===== src/rtl/mdu_pkg.sv =====
// rtl/mdu_pkg.sv - shared encodings and sizing helpers for the multiply/divide unit
//
// Purpose: op codes, FSM state encodings, and the iteration-counter width
// function used by mdu and mdu_step.
// Ports: none (package).
package mdu_pkg;

  typedef enum logic [1:0] {
    MDU_MULT  = 2'b00,
    MDU_MULTU = 2'b01,
    MDU_DIV   = 2'b10,
    MDU_DIVU  = 2'b11
  } mdu_op_e;

  typedef enum logic [1:0] {
    S_IDLE = 2'b00,
    S_CALC = 2'b01,
    S_FIX  = 2'b10
  } mdu_state_e;

  // Iteration counter must hold 0..WIDTH-1 with headroom.
  function automatic int cnt_width(input int width);
    return $clog2(width) + 1;
  endfunction

endpackage


===== src/rtl/mdu_step.sv =====
// rtl/mdu_step.sv - one combinational shift-add / restoring-divide iteration
//
// Purpose: advances the shared accumulator by one multiplier bit (mult) or
// one quotient bit (div).
// Ports:
//   acc      in  2*WIDTH+1  current accumulator
//   opnd     in  WIDTH      multiplicand (mult) or divisor (div), as magnitude
//   div_mode in  1          1 = divide iteration, 0 = multiply iteration
//   acc_nxt  out 2*WIDTH+1  accumulator after this iteration
//
// Mult layout: acc[2W-1:W] partial product high half, acc[W-1:0] holds the
//   remaining multiplier bits and collects the low product bits.
// Div layout:  acc[2W:W] partial remainder (W+1 bits), acc[W-1:0] holds the
//   remaining dividend bits and collects quotient bits.
module mdu_step #(
  parameter int WIDTH = 32
) (
  input  logic [2*WIDTH:0] acc,
  input  logic [WIDTH-1:0] opnd,
  input  logic             div_mode,
  output logic [2*WIDTH:0] acc_nxt
);

  logic [WIDTH:0]   sum;
  logic [WIDTH+1:0] shifted;
  logic [WIDTH+1:0] trial;

  always_comb begin
    sum     = {1'b0, acc[2*WIDTH-1:WIDTH]} + {1'b0, opnd};
    shifted = {acc[2*WIDTH:WIDTH], acc[WIDTH-1]};
    trial   = shifted - {2'b00, opnd};
    acc_nxt = acc;
    if (div_mode) begin
      // Restore (keep the shifted remainder) when the trial subtract borrows.
      if (!trial[WIDTH+1]) begin
        acc_nxt = {trial[WIDTH:0], acc[WIDTH-2:0], 1'b1};
      end else begin
        acc_nxt = {shifted[WIDTH:0], acc[WIDTH-2:0], 1'b0};
      end
    end else if (acc[0]) begin
      // The carry out of the add becomes the new top bit after the shift.
      acc_nxt = {1'b0, sum, acc[WIDTH-1:1]};
    end else begin
      acc_nxt = {2'b00, acc[2*WIDTH-1:1]};
    end
  end

endmodule


===== src/rtl/mdu.sv =====
// rtl/mdu.sv - iterative multiply/divide unit with architectural HI/LO
//
// Purpose: signed/unsigned 32x32->64 multiply and 32/32 divide, one bit per
// cycle, results written to HI/LO; mthi/mtlo writes while idle.
// Ports:
//   clk, rst_n        clock, synchronous active-low reset
//   start, op, a, b   launch request, operation, operands (sampled in IDLE)
//   cancel            abort an in-flight operation
//   hi_we, lo_we      mthi/mtlo enables, wdata their data
//   busy              operation in flight
//   done              one-cycle pulse when HI/LO take a result
//   hi, lo            HI/LO registers
module mdu
  import mdu_pkg::*;
#(
  parameter int WIDTH = 32
) (
  input  logic             clk,
  input  logic             rst_n,
  input  logic             start,
  input  logic [1:0]       op,
  input  logic [WIDTH-1:0] a,
  input  logic [WIDTH-1:0] b,
  input  logic             cancel,
  input  logic             hi_we,
  input  logic             lo_we,
  input  logic [WIDTH-1:0] wdata,
  output logic             busy,
  output logic             done,
  output logic [WIDTH-1:0] hi,
  output logic [WIDTH-1:0] lo
);

  localparam int CW = cnt_width(WIDTH);
  localparam int AW = 2 * WIDTH + 1;

  mdu_state_e       state, state_nxt;
  logic [CW-1:0]    cnt;
  logic [AW-1:0]    acc, acc_step;
  logic [WIDTH-1:0] opnd;
  logic             is_div, neg_q, neg_r, dz;

  logic             op_div, op_signed, sa, sb, b_zero, last_iter;
  logic [WIDTH-1:0] mag_a, mag_b;
  logic [WIDTH-1:0] quo, rem;
  logic [2*WIDTH-1:0] prod;

  assign op_div    = op[1];
  assign op_signed = ~op[0];
  assign sa        = op_signed & a[WIDTH-1];
  assign sb        = op_signed & b[WIDTH-1];
  // 0x80000000 negates to itself, which is the correct unsigned magnitude.
  assign mag_a     = sa ? (~a + 1'b1) : a;
  assign mag_b     = sb ? (~b + 1'b1) : b;
  assign b_zero    = (b == '0);
  assign last_iter = (cnt == CW'(WIDTH - 1));

  assign quo  = neg_q ? (~acc[WIDTH-1:0] + 1'b1) : acc[WIDTH-1:0];
  assign rem  = neg_r ? (~acc[2*WIDTH-1:WIDTH] + 1'b1) : acc[2*WIDTH-1:WIDTH];
  assign prod = neg_q ? (~acc[2*WIDTH-1:0] + 1'b1) : acc[2*WIDTH-1:0];

  mdu_step #(.WIDTH(WIDTH)) u_step (
    .acc      (acc),
    .opnd     (opnd),
    .div_mode (is_div),
    .acc_nxt  (acc_step)
  );

  always_ff @(posedge clk) begin
    if (!rst_n) begin
      state <= S_IDLE;
    end else begin
      state <= state_nxt;
    end
  end

  always_comb begin
    state_nxt = state;
    case (state)
      S_IDLE: begin
        if (start) begin
          state_nxt = (op_div && b_zero) ? S_FIX : S_CALC;
        end
      end
      S_CALC: begin
        if (cancel) begin
          state_nxt = S_IDLE;
        end else if (last_iter) begin
          state_nxt = S_FIX;
        end
      end
      S_FIX:   state_nxt = S_IDLE;
      default: state_nxt = S_IDLE;
    endcase
  end

  always_ff @(posedge clk) begin
    if (!rst_n) begin
      cnt    <= '0;
      acc    <= '0;
      opnd   <= '0;
      is_div <= 1'b0;
      neg_q  <= 1'b0;
      neg_r  <= 1'b0;
      dz     <= 1'b0;
      busy   <= 1'b0;
      done   <= 1'b0;
      hi     <= '0;
      lo     <= '0;
    end else begin
      done <= 1'b0;
      busy <= (state_nxt != S_IDLE);
      case (state)
        S_IDLE: begin
          if (hi_we) hi <= wdata;
          if (lo_we) lo <= wdata;
          if (start) begin
            cnt    <= '0;
            is_div <= op_div;
            neg_q  <= sa ^ sb;
            neg_r  <= sa;
            dz     <= op_div & b_zero;
            opnd   <= op_div ? mag_b : mag_a;
            // Divide by zero keeps the raw dividend so HI can return it.
            if (op_div && b_zero) begin
              acc <= {{(WIDTH + 1){1'b0}}, a};
            end else begin
              acc <= {{(WIDTH + 1){1'b0}}, op_div ? mag_a : mag_b};
            end
          end
        end
        S_CALC: begin
          if (!cancel) begin
            acc <= acc_step;
            cnt <= cnt + 1'b1;
          end
        end
        S_FIX: begin
          if (!cancel) begin
            done <= 1'b1;
            if (dz) begin
              hi <= acc[WIDTH-1:0];
              lo <= '1;
            end else if (is_div) begin
              hi <= rem;
              lo <= quo;
            end else begin
              hi <= prod[2*WIDTH-1:WIDTH];
              lo <= prod[WIDTH-1:0];
            end
          end
        end
        default: ;
      endcase
    end
  end

endmodule


===== config.mk =====
export PLATFORM = sky130hd
export DESIGN_NAME = mdu
export DESIGN_NICKNAME = d
export VERILOG_FILES = /design/src/rtl/mdu_pkg.sv /design/src/rtl/mdu_step.sv /design/src/rtl/mdu.sv
export SDC_FILE = /design/constraint.sdc
export NUM_CORES = 1
export LEC_CHECK = 0
export CAP_MARGIN = 20
export CORE_MARGIN = 3
export CORE_UTILIZATION = 50
export CTS_CLUSTER_SIZE = 20
export DETAILED_ROUTE_END_ITERATION = 10
export GPL_TIMING_DRIVEN = 0
export PLACE_DENSITY_LB_ADDON = 0.25
export SLEW_MARGIN = 20
export SYNTH_ARGS = -nofsm -noshare
export SYNTH_HDL_FRONTEND = slang
export SYNTH_SLANG_ARGS = --single-unit

===== constraint.sdc =====
create_clock -name clk -period 3.62 [get_ports clk]
set_clock_uncertainty 0.1 [all_clocks]
set_input_delay 0.724 -clock clk [delete_from_list [all_inputs] [get_ports clk]]
set_output_delay 0.724 -clock clk [all_outputs]
set_load 0.01 [all_outputs]

==> impl_metrics.json, run 1 <==
{
  "p_leak_uw": 0.00688,
  "wl_per_cell_um": 24.2,
  "root_buffer": "clkbuf_16",
  "synth_xor_area_share_pct": 10.2,
  "grt_pass1_wl_um": 97900,
  "ios": 170,
  "ys_async_sr_fraction_pct": 0,
  "grt_pass1_vias": 16600,
  "drt_iter0_drc": 2519,
  "finalCriticalPeriod_ns": 3.61,
  "dr.pass1.iters": 9,
  "fin_crit_sh_pct": 99.7,
  "ys_seq_area_share_pct": 23.2,
  "area_delta_synth_final_pct": 22.6,
  "antenna_found_initial": 0,
  "path_clk_slew_ns": 0.08,
  "status": "finished, final reports clean",
  "rsz0062_at_grt": "yes",
  "core_um2": 29200,
  "dieArea_um2": 32300,
  "critPathCaptureType": "flop",
  "synth_warnings": 0,
  "via_per_inst": 6.58,
  "vias": 17800,
  "critical_path_class": "flop to flop",
  "synthCells": 2104,
  "diodes": 0,
  "drv_cap": 0,
  "synth.area.mux_share_pct": 3.95,
  "multi_input_area_um2": 11100,
  "wirelength_um": 65500,
  "worst_pin_slew_ns": 1.05,
  "path_cells": "clkbuf_1, or4_4, nor4_4, nand3_1, o31a_1, nor2_2, o21ai_0, xnor2_1, nor2_1, a21oi_1, o22ai_1",
  "synth_area_leaders": "dfxtp_1, a21oi_1, xnor2_1",
  "synth_edf_count": 0,
  "synth.cell_area_um2": 15100,
  "dp_cells": 2653,
  "hold_viol": 0,
  "ff_latch_area_um2": 3550,
  "yosysTopAreaCell": "dfxtp_1",
  "setup_viol": 0,
  "synth_nets": 2279,
  "synth_top_area_share_pct": 23.2,
  "hp-class": "flop to flop",
  "max_slew_margin_pct": 30.3,
  "synth_top_family_by_area": "compound AO/OA/AOI/OAI gates",
  "fill_cells": 2778,
  "pwr_density_cell_nw_per_um2": 333,
  "die_w_um": 180,
  "rows": 62,
  "htreeDepth": 4,
  "crit_required_ns": 3.81,
  "final_cell_mix": "a21oi_1, nand2_1, nor2_1, clkdlybuf4s50_1, dfxtp_1",
  "clock_latency_ns": 0.45,
  "start_util_pct": 51.6,
  "cp_max_fo": 8,
  "stdcell_count": 2706,
  "tritoncts": "built",
  "tritoncts.num_buffers": 17,
  "cp_slowest_cell": "or4_4",
  "drive_gt1_share_pct": 8.14,
  "dp_hpwl_um": 51700,
  "yosysUniqueCellTypes": 72,
  "cts_num_sinks": 175,
  "layout_commonest_cell": "a21oi_1",
  "synth_area_per_cell_um2": 7.17,
  "fmax_ghz": 0.277,
  "ys_ff_latch": 175,
  "ant_nets": 0,
  "routabilityCongestion": 1.07,
  "die_h_um": 180,
  "cts_buffer_depth": 2,
  "grt_max_degree": 21,
  "synth_compound_area_share_pct": 30.9,
  "nets": 2484,
  "grt_usage_pct": 38.3,
  "critPathArrivalTime_ns": 3.80,
  "synth_adder_area_share_pct": 5.99,
  "setup.worst_path.start_class": "flop",
  "drv_slew": 0,
  "cp_top_family": "simple AND/OR/NAND/NOR gates",
  "slowest_delay_ns": 0.65,
  "grt_overflow": 0,
  "io_buffers": 165,
  "synth-simple-area-share_pct": 19.7,
  "synthFlopType": "dfxtp_1",
  "fin_tns_setup_ns": 0,
  "path_buf_inv": 1,
  "ir_drop_v": 0.000283,
  "route.detailed.drc": 0
}
where the power goes:
group	switching [uW]	internal [uW]
clock network	975	941
logic	1260	801
registers	146	2040
total	2380	3780
kinds of logic (layout without fill, tap and decap cells):
logic type               count (synthesis)  in the layout
AO/OA/AOI/OAI                          734            734
XOR/XNOR                               175            175
adder cells (fa/ha/maj)                 71             71
buffers and inverters                  241            459
flip-flops                             175            175
multiplexers                            59             59
AND/OR/NAND/NOR                        649            649
repair_timing:
item,in CTS,in global routing
hold buffers,0,0
gates resized for setup,79,80
pin swaps,18,29
endpoints found under the setup margin,100,85
setup buffers,15,15
final timing paths:
path,depth (start not counted),slack (ns),startpoint,endpoint
worst max-delay path,11,0.01,acc[15],hi[31]
worst min-delay path,2,0.36,hi[5],hi[5]
worst max register to register,11,0.01,acc[15],hi[31]
worst min register to register,2,0.36,hi[5],hi[5]
flip-flops by register name, summed over array words and instances (netlist names):
| name | flops |
|---|---|
| acc | 65 |
| busy | 1 |
| cnt | 6 |
| done | 1 |
| dz | 1 |
| hi | 32 |
| is_div | 1 |
| lo | 32 |
| neg_q | 1 |
| neg_r | 1 |
| opnd | 32 |
| state | 2 |
per-layer routing:
| metal | vias up | GRT usage (%) | part of all wire, % |
|---|---|---|---|
| met4 | 0 | 19.9 | 5.7 |
| met2 | 1212 | 58.6 | 43 |
| met3 | 204 | 7.96 | 11 |
| met5 | - | 0 | 0 |
| met1 | 8343 | 51.0 | 40 |
| li1 | 8049 | - | - |
worst min-delay path, cell delays in order, from the launching register on:
cell and delay [ns]:
dfxtp_1 0.31, nand2_1 0.05, a21oi_1 0.05
layout make-up:
cell class / instances / share of cell area [%]
plain buffers: 162 / 3.53
repair buffers: 195 / 10.1
clock buffers: 17 / 2.30
flip-flops and latches: 175 / 19.2
clock inverters: 15 / 0.974
inverters: 70 / 1.46
well taps: 384 / 2.60
multi-input cells: 1688 / 59.8
cells in the mapped netlist, types with 4 or more instances:
| master | instances |
|---|---|
| a211oi_1 | 77 |
| a21o_1 | 38 |
| a21oi_1 | 273 |
| a222oi_1 | 6 |
| a31oi_1 | 20 |
| and2_1 | 6 |
| and3_1 | 18 |
| buf_1 | 19 |
| clkbuf_1 | 148 |
| dfxtp_1 | 175 |
| ha_1 | 69 |
| inv_1 | 67 |
| mux2_2 | 4 |
| mux2i_1 | 55 |
| nand2_1 | 215 |
| nand2b_1 | 21 |
| nand3_1 | 37 |
| nand4_1 | 18 |
| nor2_1 | 215 |
| nor2b_1 | 19 |
| nor3_1 | 44 |
| nor3b_1 | 5 |
| nor4_1 | 6 |
| o2111ai_1 | 4 |
| o211ai_1 | 48 |
| o21a_1 | 10 |
| o21ai_0 | 109 |
| o21bai_1 | 9 |
| o221ai_1 | 42 |
| o22ai_1 | 18 |
| o31a_1 | 6 |
| o31ai_1 | 28 |
| o41ai_1 | 10 |
| or2_2 | 4 |
| or3_1 | 13 |
| or4_1 | 12 |
| xnor2_1 | 113 |
| xor2_1 | 62 |
metrics by stage:
stage	setup slack [ns]	hold slack, ns	total power [uW]	cell area (um2)	util (%)
after CTS	-0.0406	0.355	6010	18200	62.1
final	0.0104	0.356	6160	18500	63.2
after detailed placement	-1.23	0.344	4080	17200	58.9
after floorplan	0.0810	0.349	3330	15100	-
after global routing	-0.106	0.375	6360	18500	63.2
after global placement	-1.19	0.340	4060	17200	58.9
Note: power is estimated with default switching activity, not from simulation.
==> run 2: changes to the inputs <==
--- a/config.mk
+++ b/config.mk
@@ -16,3 +16,4 @@
 export SYNTH_ARGS = -nofsm -noshare
 export SYNTH_HDL_FRONTEND = slang
 export SYNTH_SLANG_ARGS = --single-unit
+export TNS_END_PERCENT = 20
==> constraint.sdc (replaced) <==
create_clock -name clk -period 3.5 [get_ports clk]
set_clock_uncertainty 0.1 [all_clocks]
set_input_delay 0.7 -clock clk [delete_from_list [all_inputs] [get_ports clk]]
set_output_delay 0.7 -clock clk [all_outputs]
set_load 0.01 [all_outputs]
==> impl_metrics.json, run 2 (synthesized netlist as in run 1, its figures left out) <==
{
  "drive_gt1_share_pct": 8.58,
  "hold_viol": 0,
  "path_clk_slew_ns": 0.09,
  "root_buffer": "clkbuf_16",
  "crit_required_ns": 3.80,
  "grt_usage_pct": 38.2,
  "setup_ws_ns": -0.188,
  "hp-class": "flop to flop",
  "p_leak_uw": 0.00694,
  "regMostFlops": "acc",
  "start_util_pct": 51.6,
  "fin_tns_setup_ns": -0.860,
  "antenna_found_initial": 0,
  "dr.pass1.iters": 6,
  "min_to": "lo[22]",
  "critPathArrivalTime_ns": 3.99,
  "io_buffers": 165,
  "worst_r2r_endpoint": "lo[29]",
  "cts_num_sinks": 175,
  "reg2reg_depth": 13,
  "hold_path_depth": 2,
  "dieArea_um2": 32300,
  "vias": 17800,
  "htreeDepth": 4,
  "cp_max_fo": 9,
  "wl_per_cell_um": 24.4,
  "ant_nets": 0,
  "status": "finished with violations",
  "drv_cap": 0,
  "ios": 170,
  "setup.worst_path.start_class": "flop",
  "critPathCaptureType": "flop",
  "clock_latency_ns": 0.46,
  "grt_pass1_vias": 16500,
  "final_cell_mix": "a21oi_1, nand2_1, nor2_1, clkdlybuf4s50_1, dfxtp_1",
  "r2r-start": "acc[2]",
  "via_per_inst": 6.58,
  "tritoncts.num_buffers": 17,
  "route.detailed.drc": 0,
  "final_util_pct": 63.7,
  "cts_buffer_depth": 2,
  "violations": "negative setup slack",
  "pwr_density_cell_nw_per_um2": 344,
  "drv_slew": 0,
  "finalCriticalPeriod_ns": 3.69,
  "setup_viol": 8,
  "nets": 2481,
  "layout_commonest_cell": "a21oi_1",
  "grt_max_degree": 20,
  "max_slew_margin_pct": 24.9,
  "fin_crit_sh_pct": 105,
  "core_um2": 29200,
  "fill_cells": 2690,
  "diodes": 0,
  "fmax_ghz": 0.271,
  "hold_buffers": 0,
  "critical_path_class": "flop to flop",
  "dp_hpwl_um": 51700,
  "rsz0062_at_grt": "yes",
  "grt_overflow": 0,
  "wirelength_um": 65900,
  "area_delta_synth_final_pct": 23.4,
  "grt_pass1_wl_um": 97800,
  "rrSetupSlack_ns": -0.19,
  "largest_reg_flops": 65,
  "tritoncts": "built",
  "ir_drop_v": 0.000299,
  "routabilityCongestion": 1.10,
  "hp-start": "lo[22]",
  "worst_pin_slew_ns": 1.13,
  "die_h_um": 180,
  "totalPowerFinal_uw": 6400,
  "die_w_um": 180,
  "rows": 62,
  "drt_iter0_drc": 2450,
  "holdWs_ns": 0.357
}
## run 2: cell count changes in the layout (fill, tap and decap cells not counted), sizes merged
cell           previous run  this run
buf                      54        47
clkbuf                  155       160
clkdlybuf4s50           165       162
clkinvlp                  0         1
dlymetal6s2s              0         3
inv                      78        76
## run 2: what timing repair did
item,in CTS,in global routing
endpoints found under the hold margin,0,0
buffers inserted,13,11
gates cloned,0,0
gates resized for setup,105,84
pin swaps,18,26
endpoints found under the setup margin,104,88
## run 2: worst max-delay path, stage by stage (launching register included)
cell and delay [ns]:
dfxtp_2 0.33, buf_6 0.14, or4_4 0.55, or4_4 0.45, or2_1 0.23, buf_6 0.14, or4_4 0.45, inv_2 0.08
nand2_2 0.08, or3_4 0.38, o21ai_2 0.15, xnor2_1 0.20, o221ai_2 0.18, a21oi_1 0.16
## run 2: metrics by stage
stage,setup WS (ns),instances,area (um2)
final,-0.188,2703,18600
after CTS,-0.152,2695,18200
after floorplan,-0.00837,2104,15100
after global placement,-1.31,2653,17200
after global routing,-0.257,2703,18600
after detailed placement,-1.37,2653,17200
## run 2: cell type report
cell class	count	area, um2	area share, %
plain buffers	165	723	3.88
flip-flops and latches	175	3550	19.1
multi-input cells	1688	11200	59.9
inverters	70	268	1.44
clock inverters	14	164	0.880
clock buffers	18	429	2.30
well taps	384	480	2.58
repair buffers	189	1850	9.95
## run 2: how the worst max path moves through the flow
stage	from	end	slack (ns)
CTS	acc[2]	lo[29]	-0.15
global route	acc[2]	lo[31]	-0.26
floorplan	acc[41]	acc[45]	-0.008
detailed placement	acc[41]	acc[45]	-1.37
finish	acc[2]	lo[29]	-0.19
global placement	acc[41]	acc[45]	-1.31
## run 2: report_power, final
group | internal [uW] | total [uW] | switching [uW]
clock | 965 | 1990 | 1030
combinational | 843 | 2150 | 1310
sequential | 2110 | 2250 | 145
total | 3920 | 6400 | 2480
## run 2: routing by layer
metal | global-route usage (%) | share of wire (%)
met1 | 49.8 | 39
met2 | 59.2 | 43
met3 | 8.93 | 12
met4 | 19.3 | 5.8
met5 | 0 | 0
